--- config.mk ---
export PLATFORM = sky130hd
export DESIGN_NAME = clk_tick_gen
export DESIGN_NICKNAME = d
export VERILOG_FILES = /design/src/rtl/clk_tick_gen.sv
export SDC_FILE = /design/constraint.sdc
export NUM_CORES = 1
export LEC_CHECK = 0
export CORE_MARGIN = 2
export CORE_UTILIZATION = 50
export CTS_CLUSTER_DIAMETER = 200
export DETAILED_ROUTE_END_ITERATION = 8
export PLACE_DENSITY_LB_ADDON = 0.1
export REMOVE_ABC_BUFFERS = 1
export SLEW_MARGIN = 20
export SYNTH_ARGS = -nofsm -noshare
export SYNTH_HDL_FRONTEND = slang
export SYNTH_SLANG_ARGS = --single-unit
--- constraint.sdc ---
create_clock -name clk -period 2.6 [get_ports clk]
set_input_delay 0.52 -clock clk [delete_from_list [all_inputs] [get_ports clk]]
set_output_delay 0.52 -clock clk [all_outputs]
set_load 0.1 [all_outputs]
--- src/rtl/clk_tick_gen.sv ---
// clk_tick_gen: multi-channel programmable tick and square-wave divider with shadowed divisors
module clk_tick_gen #(
  parameter int NUM_CH = 2,
  parameter int CNT_W = 28,
  parameter logic [NUM_CH*CNT_W-1:0] DIV_INIT = {28'd249999999, 28'd24999999},
  localparam int SEL_W = NUM_CH > 1 ? $clog2(NUM_CH) : 1
) (
  input  logic              clk,
  input  logic              rst,
  input  logic              en,
  input  logic              sync_clr,
  input  logic              div_wr,
  input  logic [SEL_W-1:0]  div_sel,
  input  logic [CNT_W-1:0]  div_data,
  output logic [NUM_CH-1:0] tick,
  output logic [NUM_CH-1:0] sq,
  output logic [NUM_CH-1:0] pending
);
  for (genvar g = 0; g < NUM_CH; g++) begin : g_ch
    logic [CNT_W-1:0] cnt, active, shadow;
    logic t, s, p, hit, wrap, reload;
    assign hit = div_wr && div_sel == SEL_W'(g);
    assign wrap = en && cnt == active;
    assign reload = sync_clr || wrap;
    assign tick[g] = t;
    assign sq[g] = s;
    assign pending[g] = p;
    // count to the active divisor, reload it from the shadow only at a wrap or restart
    always_ff @(posedge clk or negedge rst)
      if (!rst) begin
        cnt <= '0;
        active <= DIV_INIT[g*CNT_W +: CNT_W];
        shadow <= DIV_INIT[g*CNT_W +: CNT_W];
        t <= 1'b0;
        s <= 1'b0;
        p <= 1'b0;
      end else begin
        if (hit) shadow <= div_data;
        if (reload) active <= shadow;
        p <= reload ? hit : p | hit;
        t <= !sync_clr && wrap;
        s <= sync_clr ? 1'b0 : wrap ? ~s : s;
        cnt <= reload ? '0 : en ? cnt + 1'b1 : cnt;
      end
  end
endmodule

==> impl_results.md <==
- Status: completed
- Critical path class: reg2reg
- Mean Syn Cell Area: 12.9 sq um
- Post-CTS sizing: 0
- Vias: 4894
- H-tree Lvls: 4
- ANT cells: 0
- Post-route setup slack: 0.286 ns
- Slew Viols, Final: 0
- Worst-path cell chain: xnor2_1 -> nand4b_1 -> nor4_1 -> a31oi_4 -> buf_12 -> mux2_4
- All-Layer GR Usage: roughly 21%
- DRC Markers: 0
- #FFs+latches synth: 174
- Critical Path AT: ~2.6 ns
- Hold slack: 0.0776 ns
- Detailed Place HPWL: 11.9 mm
- Avg WL per Cell: 18.3 um
- CP top delay family: simple AND/OR/NAND/NOR gates
- Setup_tns: 0 ns
- Crit. End Element: register
- Register area share after synthesis: between 50 and 60%
- Placer congestion estimate: approximately 0.88
- DR pass1 iterations: 4
- Post-layout instance area: 9520 sq um
- Post-route ant nets: 0
- Layout Nets: roughly 700
- Vert. Die Dim: 132 um
- Largest stage delay on the critical path: about 0.57 ns
- Via/cell ratio: approximately 5.4
- Worst-Skew Late Latency: 0.43 ns
- CTS Root Cell: clkbuf_16
- Crit Path Max Fanout: 36
- Setup bufs post-CTS: 0
- Critical-path top delay cell: nor4_1
- Rel. slew slack: about three fifths
- Largest net degree at the start of global routing: 61
- Placed cells: about 880
- Non-Filler Instances: 913
- Input/output buffers: 39
- RSZ-0062 raised after global routing: false
- Mapped Area: 8180 sq um
- Post-place setup slack: 0.0223 ns
- Die Width: 132 um
- Tcrit/Tclk final: 89.0%
- Placed Area: slightly below 9000 sq um
- DIE AREA: 17400 sq um
- Initial antenna violation count: 0
- Yosys Warn Count: 0
- CORE AREA: ~16000 sq um
- Initial drt markers: approximately 380
- Starting density of the core: a little over 50%
- Max Fclk: ~0.43 GHz
- Num rows: 46
- Critical path launch point type: register
- Pwr/cell area: just over 700 nW/um^2
- Static Leakage: 3.86 nW
- Synth Instances: 636
- WL final: 16.7 mm
- CTS tree: yes
- I/O pins: 40
- Final setup viols: 0
- Final hold viol count: 0
- VDD IR max: ~0.0005 V
- Fin crit period: 2.31 ns
- Crit path buffers/inverters: 1
- Share of cells above drive strength 1: 35.9%
- # clock sinks: between 150 and 200
- Max Cap Viol: 0
- Skew final: 0.00886 ns
- Tightest Pin Transition: 0.609 ns
- Largest cells by area after synthesis: dfrtp_1 (31%), dfstp_2 (23%), mux2_2 (13%)
- Design Power: 6.88 mW
- Vias in the first global route: ~5100
- CTS Buf Count: 17
- Cts hold-fix bufs: 0
- Worst Path Required: 2.91 ns
- Bufs on Longest Clock Path: 2
- Worst Hold Class: in2async
- Clock transition at path regs: around 0.070 ns
- Largest area contributor in the netlist: dfrtp_1
- Synthesis-to-layout area growth: 16.4%
- Synth unique cells: 43
- Global-route wire length before repair: 27.9 mm
- Total global routing overflow: 0
- Synth top area share: between 30% and 40%
- Post-layout util: 59.7%
## worst register-to-register path: stages, from the launching register on
cell      delay (ns)
dfrtp_1         0.43
xnor2_1         0.35
nand4b_1        0.14
nor4_1          0.57
a31oi_4         0.17
buf_12          0.21
mux2_4          0.33
## registers in the layout, summed over array words and instances (netlist names)
name	count
g_ch.s	2
g_ch.p	2
g_ch.cnt	56
g_ch.active	56
g_ch.shadow	56
g_ch.t	2
## cell families (layout without fill, tap and decap cells)
logic type | count (synthesis) | in the layout | share of synthesized area, %
compound gates | 12 | 12 | 1.28
buf+inv | 37 | 98 | 2.40
simple gates | 193 | 193 | 13.9
flops | 174 | 174 | 54.3
xor+xnor | 102 | 102 | 10.9
fa+ha+maj | 2 | 2 | 0.306
mux | 116 | 116 | 16.9
## layout by cell type (no fill, tap or decap), drive strengths merged, types with 2 or more instances in the layout
master / n
nand3: 21
nand2: 22
nand4b: 5
and2: 52
ha: 2
clkbuf: 20
nor4b: 2
mux2: 114
buf: 25
nor4: 6
and4: 3
nand4: 35
xor2: 20
nand2b: 2
inv: 12
nor2: 13
dfstp: 72
bufinv: 3
dfrtp: 102
xnor2: 82
a2111o: 2
nor3: 8
nor2b: 13
and3: 9
mux2i: 2
clkdlybuf4s50: 32
clkinvlp: 5
## worst paths after layout
path	depth (start not counted)	start	to	slack (ns)
worst min-delay path	1	rst	g_ch[1].cnt[2]	0.08
min in group clk	1	g_ch[1].shadow[14]	g_ch[1].active[14]	0.50
worst max register to register	6	g_ch[1].cnt[14]	g_ch[1].active[24]	0.29
worst min register to register	1	g_ch[1].shadow[14]	g_ch[1].active[14]	0.50
worst max-delay path	6	g_ch[1].cnt[14]	g_ch[1].active[24]	0.29
max in group asynchronous	2	rst	g_ch[0].shadow[14]	1.72
## synthesized netlist by cell type, drive strengths merged
cell type,count
nor4,6
and3,9
a31oi,1
a21o,1
nor2b,13
dfrtp,102
mux2,114
nand3b,1
or4,1
o31ai,1
nand4b,5
a2111o,2
o21ai,1
xor2,20
a41oi,1
inv,9
a21boi,1
nand2,22
o22ai,1
nor3,8
buf,16
clkbuf,12
dfstp,72
nor4b,2
a22o,1
o2111ai,1
and2,52
nor2,13
o221ai,1
xnor2,82
mux2i,2
nand2b,2
and4,3
ha,2
nand3,21
nand4,35
## final cells by class
class                           instances  area, sq um
Tap cell                              216          270
Multi-Input combinational cell        425         3570
Inverter                                9         33.8
Clock inverter                         12          159
Sequential cell                       174         4440
Timing Repair Buffer                   57          587
Clock buffer                           20          457
Fill cell                            1285         6420
## layer usage
metal  track usage [%]  wire (um)
met5                 0          0
met4              5.74        203
met3              4.96        798
met2              30.9       7590
met1              30.2       8120
## where the power goes
part	internal, mW	switching [mW]	total [mW]	leakage [nW]
sequential	3.16	0.230	3.39	2.09
combinational	0.491	0.360	0.851	1.49
clock	1.57	1.06	2.63	0.286
Note: power is estimated with default switching activity, not from simulation.
